===== config.mk =====
export PLATFORM = sky130hd
export DESIGN_NAME = packet_gate_fifo_flat
export DESIGN_NICKNAME = d
export VERILOG_FILES = /design/src/rtl/packet_gate_fifo_if.sv /design/src/rtl/packet_gate_fifo.sv /design/src/flat_wrapper.sv
export SDC_FILE = /design/constraint.sdc
export NUM_CORES = 1
export LEC_CHECK = 0
export CAP_MARGIN = 30
export CORE_MARGIN = 4
export CORE_UTILIZATION = 35
export CTS_CLUSTER_SIZE = 20
export DETAILED_ROUTE_END_ITERATION = 8
export HOLD_SLACK_MARGIN = 0.06
export PLACE_DENSITY = 0.52
export SYNTH_ARGS = -nofsm -noshare
export SYNTH_HDL_FRONTEND = slang
export SYNTH_SLANG_ARGS = --single-unit

===== constraint.sdc =====
create_clock -name clk -period 3.3 [get_ports clk]
set_input_delay 0.495 -clock clk [delete_from_list [all_inputs] [get_ports clk]]
set_output_delay 0.495 -clock clk [all_outputs]
set_load 0.02 [all_outputs]

===== src/rtl/packet_gate_fifo_if.sv =====
// AXI-Stream beat channel shared by the ingress and egress sides of the packet gate.
interface packet_gate_fifo_if #(parameter int DATA_W = 8);
  logic [DATA_W-1:0] tdata;
  logic              tvalid;
  logic              tlast;
  logic              tready;

  modport master (output tdata, tvalid, tlast, input tready);
  modport slave  (input tdata, tvalid, tlast, output tready);
endinterface


===== src/rtl/packet_gate_fifo.sv =====
// Store-and-decide packet gate: buffers ingress beats and forwards or discards
// whole packets according to a per-packet decision, with saturating statistics.
module packet_gate_fifo #(
  parameter  int DATA_W = 8,
  parameter  int DEPTH  = 16,
  parameter  int CNT_W  = 32,
  localparam int AW     = $clog2(DEPTH)
) (
  input  logic                clk,
  input  logic                rst,
  packet_gate_fifo_if.slave   s_axis,
  packet_gate_fifo_if.master  m_axis,
  input  logic                dec_valid,
  input  logic                dec_drop,
  output logic                dec_ready,
  input  logic                filter_en,
  output logic [CNT_W-1:0]    pass_count,
  output logic [CNT_W-1:0]    drop_count,
  output logic [AW:0]         fifo_level
);

  typedef enum logic [1:0] {WAIT, PASS, DROP} state_t;

  state_t            state, state_nxt;
  logic [DATA_W:0]   mem [DEPTH];
  logic [AW-1:0]     wr_ptr, rd_ptr;
  logic [AW:0]       level;
  logic [DATA_W:0]   head;
  logic              full, empty, wr_en, pop, m_xfer;
  logic              got_last;
  logic              m_vld, m_lst;
  logic [DATA_W-1:0] m_dat;

  assign head  = mem[rd_ptr];
  assign full  = (level == (AW+1)'(DEPTH));
  assign empty = (level == '0);
  assign wr_en = s_axis.tvalid & ~full & ~rst;
  assign m_xfer = m_vld & m_axis.tready;

  assign s_axis.tready = ~rst & ~full;
  assign m_axis.tvalid = m_vld;
  assign m_axis.tdata  = m_dat;
  assign m_axis.tlast  = m_lst;
  assign fifo_level    = level;

  always_comb begin
    state_nxt = state;
    pop       = 1'b0;
    dec_ready = 1'b0;
    case (state)
      WAIT: begin
        if (filter_en) begin
          dec_ready = ~rst;
          if (dec_valid) state_nxt = dec_drop ? DROP : PASS;
        end else if (!empty) begin
          state_nxt = PASS;
        end
      end
      PASS: begin
        // once the tlast beat sits in the output stage, stop popping so the
        // next packet waits for its own decision
        pop = ~empty & ~got_last & (~m_vld | m_axis.tready);
        if (m_xfer && m_lst) state_nxt = WAIT;
      end
      DROP: begin
        pop = ~empty;
        if (pop && head[DATA_W]) state_nxt = WAIT;
      end
      default: state_nxt = WAIT;
    endcase
  end

  always_ff @(posedge clk) begin
    if (wr_en) mem[wr_ptr] <= {s_axis.tlast, s_axis.tdata};
  end

  always_ff @(posedge clk) begin
    if (rst) begin
      state      <= WAIT;
      wr_ptr     <= '0;
      rd_ptr     <= '0;
      level      <= '0;
      got_last   <= 1'b0;
      m_vld      <= 1'b0;
      m_dat      <= '0;
      m_lst      <= 1'b0;
      pass_count <= '0;
      drop_count <= '0;
    end else begin
      state <= state_nxt;
      if (wr_en) wr_ptr <= wr_ptr + 1'b1;
      if (pop)   rd_ptr <= rd_ptr + 1'b1;
      level <= level + {{AW{1'b0}}, wr_en} - {{AW{1'b0}}, pop};

      if (pop && state == PASS) begin
        m_vld    <= 1'b1;
        m_dat    <= head[DATA_W-1:0];
        m_lst    <= head[DATA_W];
        got_last <= head[DATA_W];
      end else if (m_xfer) begin
        m_vld <= 1'b0;
      end
      if (m_xfer && m_lst) got_last <= 1'b0;

      if (m_xfer && m_lst && pass_count != '1) pass_count <= pass_count + 1'b1;
      if (state == DROP && pop && head[DATA_W] && drop_count != '1)
        drop_count <= drop_count + 1'b1;
    end
  end

endmodule

===== src/flat_wrapper.sv =====
// flat-port wrapper written by rule: the top's interface ports become plain ports
module packet_gate_fifo_flat 
#(
  parameter  int DATA_W = 8,
  parameter  int DEPTH  = 16,
  parameter  int CNT_W  = 32,
  localparam int AW     = $clog2(DEPTH)
)
  (clk, rst, dec_valid, dec_drop, dec_ready, filter_en, pass_count, drop_count, fifo_level, s_axis_tdata, s_axis_tvalid, s_axis_tlast, s_axis_tready, m_axis_tdata, m_axis_tvalid, m_axis_tlast, m_axis_tready);
  packet_gate_fifo_if #(.DATA_W(DATA_W)) s_axis_i ();
  packet_gate_fifo_if #(.DATA_W(DATA_W)) m_axis_i ();
  input  logic clk;
  input  logic rst;
  input  logic dec_valid;
  input  logic dec_drop;
  output logic dec_ready;
  input  logic filter_en;
  output logic [CNT_W-1:0] pass_count;
  output logic [CNT_W-1:0] drop_count;
  output logic [AW:0] fifo_level;
  input wire logic [$bits(s_axis_i.tdata)-1:0] s_axis_tdata;
  input wire logic [$bits(s_axis_i.tvalid)-1:0] s_axis_tvalid;
  input wire logic [$bits(s_axis_i.tlast)-1:0] s_axis_tlast;
  output wire logic [$bits(s_axis_i.tready)-1:0] s_axis_tready;
  output wire logic [$bits(m_axis_i.tdata)-1:0] m_axis_tdata;
  output wire logic [$bits(m_axis_i.tvalid)-1:0] m_axis_tvalid;
  output wire logic [$bits(m_axis_i.tlast)-1:0] m_axis_tlast;
  input wire logic [$bits(m_axis_i.tready)-1:0] m_axis_tready;
  assign s_axis_i.tdata = s_axis_tdata;
  assign s_axis_i.tvalid = s_axis_tvalid;
  assign s_axis_i.tlast = s_axis_tlast;
  assign s_axis_tready = s_axis_i.tready;
  assign m_axis_tdata = m_axis_i.tdata;
  assign m_axis_tvalid = m_axis_i.tvalid;
  assign m_axis_tlast = m_axis_i.tlast;
  assign m_axis_i.tready = m_axis_tready;
  packet_gate_fifo #(.DATA_W(DATA_W), .DEPTH(DEPTH), .CNT_W(CNT_W)) u_core (.clk(clk), .rst(rst), .s_axis(s_axis_i), .m_axis(m_axis_i), .dec_valid(dec_valid), .dec_drop(dec_drop), .dec_ready(dec_ready), .filter_en(filter_en), .pass_count(pass_count), .drop_count(drop_count), .fifo_level(fifo_level));
endmodule

* Word-level counts from Yosys, hierarchy flattened *
Memory sizes are Yosys's and may differ from the RTL's. A register that Yosys moved wholly into a read port is not among the register bits.
Cells that the tools add are included.

operators by class
  reduce and logical (&&, ||, !) cells = 12
  eq/ne operators = 9
  add/subtract/negate cells = 6
  bitwise operators = 12
  multiplexer cells = 16

operators by type and width
  cell                                                   count
  adder 32 x 1 -> 32 bit, second input constant          2
  inequality test 32 bit, second input constant          2
  two-way mux 2 bit                                      6
  adder 4 x 1 -> 4 bit, second input constant            2
  two-way mux 4 bit                                      2
  logical AND 1 bit                                      7
  bitwise AND 1 bit                                      6
  two-way mux 1 bit                                      6
  inequality test 3 bit, second input constant           2
  case mux 2 bit (3 select lines)                        1
  adder 5 x 1 -> 5 bit                                   1
  == test 5 bit, second input constant                   1
  logical NOT 5 bit                                      1
  inverter 1 bit                                         5
  subtractor 5 x 1 -> 5 bit                              1
  inequality test 2 x 1 -> 1 bit, second input constant  2
  AND reduction 4 bit                                    1
  == test 2 x 1 -> 1 bit, second input constant          1
  == test 2 bit, second input constant                   1
  logical NOT 2 bit                                      1
  case mux 1 bit (2 select lines)                        1
  nonzero test 2 bit                                     1
  OR reduction 2 bit                                     1
  bitwise OR 1 bit                                       1

word-level totals
  logic and storage cells = 66
  memories kept = 1
  flip-flop bits (word level) = 90
  RAM bits = 144

memories
  memory      words  bits a word  read ports  clocked after memory_dff  wr ports  RTL line                source
  u_core.mem  16     9            1           1                         1         packet_gate_fifo.sv:25  logic [DATA_W:0] mem [DEPTH];

* Depth between registers and ports, before layout *
Gate-level depths: netlist of run 1.

  depth after elaboration = 8
  depth in mapped cells = 15
  mapped depth without buffers = 15

* Least setup slack after synthesis of run 1 *
Ideal clock, no wire load.

  kind = reg-to-reg
  start = register u_core.level[3] (netlist: u_core.fifo_level[3])
  end = register u_core.level[4] (netlist: u_core.fifo_level[4])
  data arrival time = 2.853 ns
  path buffers = 0
  setup slack = 0.377 ns
  period minus slack after synthesis = 2.923 ns
  data required time = 3.230 ns
  cell stages (with the launch flop) = 16
  path through = dfxtp_1 -> inv_1 -> ha_1 -> or4b_2 -> nand2_1 -> nor2_1 -> ha_1 -> inv_1 -> ha_1 -> inv_1 -> fa_1 -> inv_1 -> a21oi_1 -> nor2_1 -> or3_1 -> a21oi_1

between the ends
  longest elaborated chain between the ends = 6
  elaborated cells between the ends (all ways) = 11
  those cells by class = add/sub: 2; eq/ne: 1; mux: 1; bitwise: 6; reduce/logical: 1

RTL lines
  element                              RTL line                                        source
  start, declared                      packet_gate_fifo.sv:27                          logic [AW:0] level;
  start signal, assigned               packet_gate_fifo.sv:93                          level <= level + {{AW{1'b0}}, wr_en} - {{AW{1'b0}}, pop};
  logical NOT 5 bit (*)                packet_gate_fifo.sv:36                          assign empty = (level == '0);
  inverter 1 bit (*)                   packet_gate_fifo.sv:62, packet_gate_fifo.sv:66
  bitwise AND 1 bit (2 in a row)       packet_gate_fifo.sv:62                          pop = ~empty & ~got_last & (~m_vld | m_axis.tready);
  case mux 1 bit (2 select lines) (*)  packet_gate_fifo.sv:50                          case (state)
  named net u_core.pop                 packet_gate_fifo.sv:29                          logic full, empty, wr_en, pop, m_xfer;
  subtractor 5 x 1 -> 5 bit (*)        packet_gate_fifo.sv:93

The timed path passes the listed nets; every way through them passes the cells marked *.
A chain may end at the register's enable or synchronous reset.

* Worst setup path in the final report of run 1 *
Same ends and word-level chain as after synthesis.

==> metrics, run 1 <==
Worst Hold Class flip-flop to flip-flop; Remaining DRCs 0; layout cell share with drive strength beyond 1 15.30%; Post-CTS Hold Fix Bufs 0; critical path endpoint category flip-flop; Worst Path Arrival approximately 3.5 ns; Iter 0 DRT Violations 431; R2R Setup Slk 0.25 ns; Hold EP u_core.m_axis.tdata[2]; Register-to-Register Path Depth 15; post-route ant nets 0; clock share of power 40.1%; sequential area share after synthesis between 60% and 70%; Static Leak between 3 and 4 nW; largest net degree at the start of global routing 64; Max Transition Viols Final 0; core area 28700 µm²; top cell type's share of synthesized area between 40% and 50%; relative slew slack 44.24%; post-DR vias/cell 5.075; Worst-Margin Slew 0.8355 ns; RSZ-0062 raised after global routing false; hold path depth 2; routed wire length 23.97 mm; Final GP Congestion approximately 0.76; Main synth FF type edfxtp_1; Setup WS pre-CTS roughly 0.26 ns; initial antenna violation count 0; clock skew 0.01542 ns; asr flop ratio synth 0%; Port Buffers 96; WP data required around 3.8 ns; Synthesized Nets slightly above 800; worst reg2reg path startpoint u_core.fifo_level[3]; Die Ht 178.7 µm; Worst Setup Start Kind flip-flop; Bufs on Longest Clock Path 3; Site Rows 62; outcome completed; final std cells w/o fill 1312; die width 178.7 µm; syn_area_per_cell 13.02 µm²; final worst-path cycle share 92.33%; Final TNS setup 0 ns; Starting Density 35.52%; Ys Warns 0; CTS Buf Count 27; Die Area 31920 µm²; NumNets Final 941; multi-input combinational cell area 3739 µm²; fin util between 40% and 50%; Gate power share 12.2%; Routed wire per std cell 18.27 µm; DRT Pass-1 Iters 5; boundary pin count 97; final worst slack approximately 0.25 ns; RR Endpoint u_core.fifo_level[4]; cell with the most instances after synthesis edfxtp_1; fin crit period 3.047 ns; top cell type by total area after synthesis edfxtp_1; Worst-path clk slew approximately 0.060 ns; VDD IR max 0.3832 mV; kind of critical path flip-flop to flip-flop; TritonCTS clock tree yes; vias in the first global route 6595; top post-synthesis cells by count edfxtp_1 (144), dfxtp_1 (94), nor2_1 (79); post-synthesis cell area 10190 µm²; final global-route overflow total 0; placed cell count approximately 1.3k; Final Hold Viols 0; Distinct cells, synth just over 50; maxcap violations 0; first-pass GRT wire length roughly 38 mm; power per cell area between 500 and 600 nW/µm²; H-tree depth 1; # diodes 0; Post-CTS Setup Bufs 0; CTS Sinks 238; top cells by area, synth edfxtp_1 (42%), dfxtp_1 (18%), mux4_2 (9.3%); Via Count 6658; count of flip-flops with a built-in enable after synthesis 144; P&R area growth vs syn 23.47%; Max Clock Freq 328.2 MHz; Final HPWL DP 15.88 mm; min-delay src u_core.m_axis.tdata[2]; Post-CTS Resized 0; final hold slack 0.4923 ns; Internal about 5.2 mW; worst-path maximum fanout 4; Skew-Pair Late Insertion Delay 0.53 ns; Switching Share 23.98%; Finish-stage setup viols 0; fill cell count 2666; Switching Power 1.649 mW; total track usage 15.04%; critical path launch point u_core.fifo_level[3]; register area 6207 µm²; Syn Inst Count approximately 780; #FFs+latches synth roughly 240; Reg power frac between 40% and 50%; Root Buffer clkbuf_16
## layout by cell type (no fill, tap or decap), types with 4 or more instances in the layout
master,Yosys,layout
nand2b_1,6,6
nand4_1,26,26
a21oi_1,35,35
nor3_1,23,23
mux2i_1,12,12
mux2_2,8,8
nand3_1,24,24
clkdlybuf4s50_1,0,95
o31ai_1,9,9
clkbuf_1,24,10
and2_1,8,8
nor2b_1,13,13
xor2_1,8,8
buf_4,0,41
ha_1,16,16
nor2_1,79,79
mux4_2,42,42
mux2_4,4,4
clkbuf_16,0,27
o21ai_0,24,24
inv_1,19,19
and4_1,6,6
or3_1,24,24
and3_1,5,5
edfxtp_1,144,144
clkinv_2,0,5
nand2_1,39,39
or4_1,12,12
dfxtp_1,94,93
xnor2_1,27,27
nor4_1,12,11
## cells by family (layout without fill, tap and decap cells)
| group | after synthesis | count (layout) | synth area share, % |
|---|---|---|---|
| simple gates | 287 | 287 | 14.72 |
| flops | 238 | 238 | 60.87 |
| compound gates | 78 | 78 | 4.418 |
| mux | 68 | 68 | 12.15 |
| buf+inv | 60 | 205 | 2.675 |
| xor+xnor | 35 | 35 | 3.007 |
| fa+ha+maj | 17 | 17 | 2.160 |
## critical path: stages, from the launching register on
cell and delay [ns]:
dfxtp_1 0.33, inv_1 0.09, ha_1 0.17, or4b_2 0.70, nand2_1 0.16, nor2_1 0.08
ha_1 0.27, inv_1 0.04, ha_1 0.19, inv_1 0.07, fa_1 0.20, inv_1 0.05
a21oi_1 0.11, nor2_1 0.06, or3_1 0.34, a21oi_1 0.13
## per-layer routing
metal	vias to the layer above	GRT usage, %	wire length, µm
li1	3208	-	-
met1	3282	20.68	11010
met2	131	25.08	11400
met3	37	2.467	1059
met4	0	3.582	493
met5	-	0	0
## registers in the layout, indices dropped and copies added, names as in the netlist, 2 cells and up, named ones only
signal               cells
u_core.drop_count       32
u_core.fifo_level        5
u_core.m_axis.tdata      8
u_core.mem             144
u_core.pass_count       32
u_core.rd_ptr            4
u_core.state             2
u_core.wr_ptr            4
## how the worst max path moves through the flow
| stage | to | slack [ns] |
|---|---|---|
| floorplan | u_core.fifo_level[4] | 0.38 |
| global placement | u_core.fifo_level[4] | 0.30 |
| detailed placement | u_core.fifo_level[4] | 0.26 |
| CTS | u_core.fifo_level[4] | 0.26 |
| global route | u_core.fifo_level[4] | 0.06 |
| finish | u_core.fifo_level[4] | 0.25 |
## area by class of cell
class,count,area share (%)
Sequential cell,238,49.31
Inverter,19,0.5666
Timing Repair Buffer,137,10.16
Clock buffer,38,5.775
Tap cell,384,3.817
Clock inverter,11,0.6660
Multi-Input combinational cell,485,29.70
## power groups by stage
stage,sequential [mW],clock [mW],combinational (mW)
finish,3.28,2.76,0.839
global route,3.29,2.98,0.926
CTS,3.28,2.85,0.855
detailed placement,3.34,0,0.853
global placement,3.34,0,0.852
floorplan,3.37,0,0.518
## through the flow
| stage | power, mW | cell area (µm²) |
|---|---|---|
| 2_1_floorplan | 3.884 | 10190 |
| 3_3_place_gp | 4.191 | 11780 |
| 3_5_place_dp | 4.193 | 11780 |
| 5_1_grt | 7.188 | 12590 |
| 4_1_cts | 6.977 | 12590 |
| 6_report | 6.874 | 12590 |
Power figures use the tool's default switching activity.
==> inputs of run 2 (changes only) <==
- CORE_UTILIZATION: 35 -> 43
- CTS_BUF_LIST: not set -> sky130_fd_sc_hd__clkbuf_16
- PLACE_DENSITY: 0.52 -> 0.62
==> run 2 against run 1 <==
Net effect: critical path depth unchanged; highest routed layer unchanged; register-to-register slack improved by 0.13 ns; critical path type unchanged; combinational power decreased by 4.9%; worst hold slack barely moved; flip-flop and latch count unchanged; cell count down 5.3%.
==> metrics, run 2 (synthesis gave the netlist of run 1 again) <==
Starting Density 43.56% (+8.0 points); relative slew slack 45.16% (+0.92 points); Register-to-Register Path Depth 15 (unchanged); Max Transition Viols Final 0 (unchanged); critical path launch point u_core.fifo_level[2]; Worst Path Arrival 3.37 ns (-0.13 ns); die width 162.0 µm (-9.3%); worst-path maximum fanout 5 (+1); Via Count 6584 (-1.1%); Worst-Margin Slew 0.8217 ns (-0.01379 ns); routed wire length 22.27 mm (-7.1%); Die Ht 162.0 µm (-9.3%); RR Endpoint u_core.fifo_level[4]; vias in the first global route 6397 (-3.0%); core area 23400 µm² (-18%); DRT Pass-1 Iters 5 (unchanged); initial antenna violation count 0 (unchanged); post-DR vias/cell 5.297 (+4.4%); Bufs on Longest Clock Path 3 (unchanged); Remaining DRCs 0 (unchanged); Final Hold Viols 0 (unchanged); final global-route overflow total 0 (unchanged); R2R Setup Slk 0.38 ns (+0.13 ns); Max Clock Freq 342.4 MHz (+4.3%); clock skew 0.008361 ns (-0.007063 ns); post-route ant nets 0 (unchanged); Iter 0 DRT Violations 418 (-3.0%); biggest regs u_core.mem: 144 flops, u_core.drop_count: 32 flops, u_core.pass_count: 32 flops; Port Buffers 96 (unchanged); maxcap violations 0 (unchanged); NumNets Final 938 (-0.32%); total track usage 17.05% (+2.0 points); Finish-stage setup viols 0 (unchanged); # diodes 0 (unchanged); final worst-path cycle share 88.51% (-3.8 points); Worst Hold Class flip-flop to flip-flop; crit path to u_core.fifo_level[4]; Post-CTS Setup Bufs 0 (unchanged); Crit-path slowest cell or4b_4; kind of critical path flip-flop to flip-flop; VDD IR max 0.4077 mV (+6.4%); largest net degree at the start of global routing 64 (unchanged); Gate power share 12.0% (-0.2 points); Worst-path clk slew 0.06 ns (about the same); Site Rows 56 (-9.7%); Routed wire per std cell 17.92 µm (-1.9%); commonest non-fill, non-tap cell in the layout edfxtp_1; boundary pin count 97 (unchanged); H-tree depth 1 (unchanged); Final HPWL DP 14.97 mm (-5.7%); Worst Setup Start Kind flip-flop; Crit path largest cell delay 0.51 ns (-0.19 ns); worst reg2reg path startpoint u_core.fifo_level[2]; Worst path most repeated cell inv_1; fin crit period 2.921 ns (-0.1259 ns); largest register by flop count u_core.mem; commonest non-fill, non-tap cells in the layout edfxtp_1 (144), clkdlybuf4s50_1 (95), dfxtp_1 (93); Final GP Congestion 0.7916 (+4.3%); CTS Buf Count 25 (-7.4%); outcome completed; first-pass GRT wire length 35.98 mm (-4.8%); Root Buffer clkbuf_16; TritonCTS clock tree yes; Largest register FFs 144 (unchanged); Reg power frac 49.6% (+1.9 points); Die Area 26240 µm² (-18%); clock share of power 38.4% (-1.7 points); Internal 5.065 mW (-3.1%); Switching Share 23.80% (-0.18 points); RSZ-0062 raised after global routing false; critical path endpoint category flip-flop; layout cell share with drive strength beyond 1 14.83% (-0.47 points); CTS Sinks 238 (unchanged); fin util 53.08% (+9.2 points); P&R area growth vs syn 21.86%; Final TNS setup 0 ns (unchanged); Switching Power 1.582 mW (-4.0%); WP data required 3.75 ns (about the same); critical-path cell list inv_1 > ha_1 > or4b_4 > nand2_1 > nor2_1 > ha_1 > inv_1 > ha_1 > inv_1 > fa_1 > inv_1 > a21oi_1 > nor2_1 > or3_1 > a21oi_1; Skew-Pair Late Insertion Delay 0.52 ns (about the same); Static Leak 3.940 nW (about the same); power per cell area 535.0 nW/µm² (-2.0%)
[run 2: worst max-delay path, delay by kind of cell, from the launching register on]
| family | cells | cell delay (ns) |
|---|---|---|
| adders and majority gates | 4 | 0.87 |
| AOI/OAI and AO/OA | 2 | 0.26 |
| and+or+nand+nor | 5 | 1.16 |
| buffers and inverters | 4 | 0.24 |
| DFF | 1 | 0.33 |
[run 2: power by group through the flow]
stage               sequential [mW]  combinational (mW)  clock (mW)
detailed placement             3.36               0.795           0
finish                         3.30               0.798        2.55
CTS                            3.30               0.798        2.63
floorplan                      3.37               0.518           0
global route                   3.31               0.893        2.77
global placement               3.36               0.796           0
[run 2: routing by layer]
layer | share of wire (%) | GRT usage [%]
met3 | 4.2 | 2.614
met2 | 48 | 28.25
met1 | 46 | 24.17
met5 | 0 | 0
met4 | 1.7 | 3.499
[run 2: final cells by class]
type / count / area [µm²]
multi-input cells: 485 / 3742
inverters: 19 / 71.32
clock buffers: 25 / 625.6
well taps: 319 / 399.1
fillers: 2052 / 10980
flip-flops and latches: 238 / 6207
clock inverters: 21 / 118.9
repair buffers: 136 / 1259
[run 2: repair_timing]
| item | 4_1_cts | 5_1_grt |
|---|---|---|
| setup endpoints to repair | 0 | 1 |
| resized for setup | 0 | 1 |
| hold buffers | 0 | 0 |
[run 2: through the flow]
step           total power, mW  instance area (µm²)  setup slack [ns]  cells  hold slack, ns
4_1_cts                  6.731                12420            0.1863   1243          0.4988
5_1_grt                  6.978                12420            0.1250   1243          0.5234
3_5_place_dp             4.159                11670            0.2100   1197          0.4854
2_1_floorplan            3.884                10190            0.3768    783          0.4722
3_3_place_gp             4.157                11670            0.2368   1197          0.4766
6_report                 6.647                12420            0.3791   1243          0.4928
[run 2: how the worst min path moves through the flow]
| stage | start | to | depth (start not counted) |
|---|---|---|---|
| floorplan | u_core.got_last | u_core.got_last | 1 |
| global placement | u_core.m_axis.tdata[7] | u_core.m_axis.tdata[7] | 2 |
| detailed placement | u_core.got_last | u_core.got_last | 1 |
| CTS | u_core.drop_count[28] | u_core.drop_count[28] | 2 |
| global route | u_core.drop_count[28] | u_core.drop_count[28] | 2 |
| finish | u_core.m_axis.tdata[7] | u_core.m_axis.tdata[7] | 2 |
==> edit 1: new RTL, flow settings as in run 2 <==
`DEPTH` is set to 16 in 2 places; all go to 32.
--- a/src/rtl/packet_gate_fifo.sv
+++ b/src/rtl/packet_gate_fifo.sv
@@ -2,7 +2,7 @@
 // whole packets according to a per-packet decision, with saturating statistics.
 module packet_gate_fifo #(
   parameter  int DATA_W = 8,
-  parameter  int DEPTH  = 16,
+  parameter  int DEPTH  = 32,
   parameter  int CNT_W  = 32,
   localparam int AW     = $clog2(DEPTH)
 ) (
--- a/src/flat_wrapper.sv
+++ b/src/flat_wrapper.sv
@@ -2,7 +2,7 @@
 module packet_gate_fifo_flat 
 #(
   parameter  int DATA_W = 8,
-  parameter  int DEPTH  = 16,
+  parameter  int DEPTH  = 32,
   parameter  int CNT_W  = 32,
   localparam int AW     = $clog2(DEPTH)
 )
Ports: changed (resized fifo_level); port bits go from 97 to 98. The function was not compared with the original's and may differ.
==> edit 1 against run 2 <==
  * Final area rose by 55%
  * Area after synthesis rose by 57%
  * Clock power rose by 91%
  * Clock skew rose by 5.0 ps
  * Combinational power rose by 78%
  * Die area rose by 54%
  * Via count rose by 43%
  * Sequential cell count rose by 148
  * Count of clock-buffer cells in the layout rose by 18
  * Non-clock buffer count rose by 22
  * Wire length rose by 57%
  * Worst setup slack improved by 37 ps
  * Total power rose by 75%
==> edit 1: results (changes against run 2) <==
placement:
  detailed_place_hpwl_mm: 22.5  # was 15.0 mm
  gp_congestion: 0.800  # was 0.792
  port_buffers: 97  # was 96
  pre_cts_ws_ps: 401  # was 210 ps
worst_hold_path:
  min_path_type: "reg2reg"  # unchanged
global_routing:
  grt_use_total_pct: 17.2  # was 17.1%
  grt_max_degree: 70  # was 64
  grt_pass1_vias: 9306  # was 6397
  grt_first_pass_wirelength_mm: 55.2  # was 36.0 mm
pwr:
  ir_worst_vdd_v: 0.000399  # was 0.000408 V
  power.leakage_nw: 6.14  # was 3.94 nW
logic_synthesis:
  synth_area_leaders: "edfxtp_1 54%, dfxtp_1 12%, mux4_2 11%"  # was edfxtp_1 42%, dfxtp_1 18%, mux4_2 9.3%
  ys_seq_area_share_pct: 66.4  # was 60.9%
  synth_common_cells: "288 x edfxtp_1, 115 x nor2_1, 98 x dfxtp_1, 80 x mux4_2, 41 x nand2_1"  # was 144 x edfxtp_1, 94 x dfxtp_1, 79 x nor2_1, 42 x mux4_2, 39 x nand2_1
  syn_avg_cell_area_sq_um: 15.3  # was 13.0 sq um
  synth_cell_types: 57  # was 51
  synth_area_sq_um: 16000  # was 10200 sq um
  synth_nets: 1084  # was 816
  synth-edff-count: 288  # was 144
route:
  viasPerCell: 5.55  # was 5.30
  drt_iter0_drc: 627  # was 418
critical_path:
  rrSetupSlack_ps: 420  # was 380 ps
  arrival_ps: 3260  # was 3370 ps
run_status:
  outcome: "complete, no violations"  # unchanged
clock_tree:
  h-tree-depth: 2  # was 1
  clk_pin_slew_ps: 60  # about the same
  clk_latency_ps: 540  # was 520 ps
  cts_buffers: 42  # was 25
layout:
  nNetsFinal: 1232  # was 938
  drive_gt1_share_pct: 18.7  # was 14.8%
  n_fill_cell: 2996  # was 2052
  top_regs: "u_core.mem x288, u_core.drop_count x32, u_core.pass_count x32"  # was u_core.mem x144, u_core.drop_count x32, u_core.pass_count x32
sta:
  fin_skew_ps: 13.4  # was 8.36 ps
-- edit 1: per-layer routing --
layer,vias to the layer above,GRT usage (%),share of wire [%]
li1,4358,-,-
met1,4727,25.6,46
met2,282,26.4,46
met3,46,3.15,5.8
met4,0,4.60,2.1
met5,-,0,0
-- edit 1: through the flow --
stage | area, sq um | instances
after floorplan | 16000 | 1048
after global placement | 17800 | 1619
after detailed placement | 17800 | 1620
after CTS | 19200 | 1695
after global routing | 19200 | 1695
final | 19200 | 1695
-- edit 1: final timing paths --
| kind | start | end | depth (start not counted) |
|---|---|---|---|
| setup / recovery | flip-flop | u_core.drop_count[18] | 9 |
| hold / removal | u_core.m_axis.tdata[4] | u_core.m_axis.tdata[4] | 2 |
| setup reg to reg | flip-flop | u_core.drop_count[18] | 9 |
| hold reg to reg | u_core.m_axis.tdata[4] | u_core.m_axis.tdata[4] | 2 |
-- edit 1: critical path: stages (launching register included) --
cell	delay, ps
dfxtp_4	690
buf_4	260
mux2i_1	230
a22oi_1	80
and3_1	180
a31oi_1	330
buf_4	220
a21o_1	460
or4_1	190
a21oi_1	70
-- edit 1: cells by family after synthesis --
logic type | synth area share, %
muxes | 13.8
DFF | 66.4
buffers and inverters | 2.13
and+or+nand+nor | 10.4
xor gates and xnor gates | 2.14
adders and majority gates | 1.61
AOI/OAI and AO/OA | 3.59
-- edit 1: report_power, final --
part           internal (mW)  switching, mW  total (mW)
clock                   2.99           1.86        4.86
combinational          0.670          0.748        1.42
sequential              5.30         0.0892        5.38
-- edit 1: final cells by class --
cell class | count | area (sq um) | share of cell area, %
inverter | 20 | 75.1 | 0.391
clock inverter | 32 | 363 | 1.89
tap | 468 | 586 | 3.05
sequential | 386 | 10600 | 55.3
multi-input combinational | 588 | 5040 | 26.2
clock buffer | 43 | 1080 | 5.60
timing repair buffer | 158 | 1450 | 7.53
==> edit 2: new RTL, config.mk and constraints of run 2 <==
Made on the original files. Re-encode `state_t` (3 states) as one-hot, 3 bits wide.
--- a/src/rtl/packet_gate_fifo.sv
+++ b/src/rtl/packet_gate_fifo.sv
@@ -19,7 +19,7 @@
   output logic [AW:0]         fifo_level
 );
 
-  typedef enum logic [1:0] {WAIT, PASS, DROP} state_t;
+  typedef enum logic [2:0] {WAIT = 3'b001, PASS = 3'b010, DROP = 3'b100} state_t;
 
   state_t            state, state_nxt;
   logic [DATA_W:0]   mem [DEPTH];
Check against the original RTL: no difference found for any inputs over 4 cycles, from zero or initial values and one cycle with rst high; so few cycles prove little.
==> edit 2 against run 2 <==
  * Die area fell by 1.4%
  * Final area decreased by 0.84%
  * Clock skew decreased by 0.79 ps
  * Hold slack got worse by 210 ps
  * Critical endpoint is now u_core.drop_count[15]
  * Final cell count down 2.2%
  * Clock power up 11%
  * Total power rose by 1.3%
  * Largest power group unchanged
  * Largest cell class unchanged
  * Via count down 3.5%
  * Worst setup slack improved by 120 ps
  * Sequential cell count grew 1
  * Count of clock-buffer cells in the layout increased by 2
  * Wire length down 9.4%
  * Highest routed layer unchanged
  * Area after synthesis is 1.5% lower
==> edit 2: results (changes against run 2) <==
run_status:
  outcome: "complete, no violations"  # unchanged
logic_synthesis:
  synth_area_sq_um: 10000  # was 10200 sq um
  synth_common_cells: "144 x edfxtp_1, 95 x dfxtp_1, 69 x nor2_1, 48 x nand2_1, 40 x mux4_2"  # was 144 x edfxtp_1, 94 x dfxtp_1, 79 x nor2_1, 42 x mux4_2, 39 x nand2_1
  syn_inst: 765  # was 783
  synth_xor_area_share_pct: 3.49  # was 3.01%
  synth_adder_area_share_pct: 1.82  # was 2.16%
  synth_nets: 795  # was 816
  synth_compound_area_share_pct: 5.29  # was 4.42%
sta:
  fin_skew_ps: 7.57  # was 8.36 ps
  slew_headroom_pct: 50.2  # was 45.2%
route:
  met1Wirelength_mm: 9.41  # was 10.2 mm
  viasPerCell: 5.23  # was 5.30
  wl_met2_mm: 9.48  # was 10.7 mm
  drt_iter0_drc: 434  # was 418
  routed_wl_mm: 20.2  # was 22.3 mm
global_routing:
  grt_max_degree: 99  # was 64
  grt_first_pass_wirelength_mm: 33.3  # was 36.0 mm
  met1_usage_pct: 22.2  # was 24.2%
  grt.met3_usage_pct: 3.03  # was 2.61%
  grt_pass1_vias: 6332  # was 6397
pwr:
  pg_clk_mw: 2.84  # was 2.55 mW
  comb_power_mw: 0.614  # was 0.798 mW
  ir_worst_vdd_v: 0.000341  # was 0.000408 V
critical_path:
  max_stage_delay_ps: 560  # was 510 ps
layout:
  nNetsFinal: 913  # was 938
placement:
  gp_congestion: 0.802  # was 0.792
  dpl-instance-area_sq_um: 11400  # was 11700 sq um
  pre_cts_ws_ps: 321  # was 210 ps
  detailed_place_hpwl_mm: 13.7  # was 15.0 mm
  dp.cells: 1167  # was 1197
clock_tree:
  cts_buffers: 26  # was 25
[edit 2: final timing paths]
kind / from / end / slack, ps / cells past startpoint
worst max-delay path: flip-flop / u_core.drop_count[15] / 500 / 7
worst min-delay path: rst / u_core.fifo_level[4] / 280 / 3
worst max register to register: flip-flop / u_core.drop_count[15] / 500 / 7
worst min register to register: u_core.m_axis.tdata[2] / u_core.m_axis.tdata[2] / 450 / 2
[edit 2: critical path, delay by kind of cell, from the launching register on]
family | cells | cell delay [ps]
compound gates | 2 | 620
buf+inv | 1 | 310
flops | 1 | 460
mux | 1 | 340
simple gates | 3 | 960
[edit 2: layout make-up]
| type | instances | area [sq um] |
|---|---|---|
| tap | 313 | 392 |
| multi-input combinational | 475 | 3580 |
| sequential | 239 | 6230 |
| inverter | 14 | 52.6 |
| clock buffer | 27 | 676 |
| clock inverter | 21 | 176 |
| fill | 1893 | 10500 |
| timing repair buffer | 127 | 1210 |
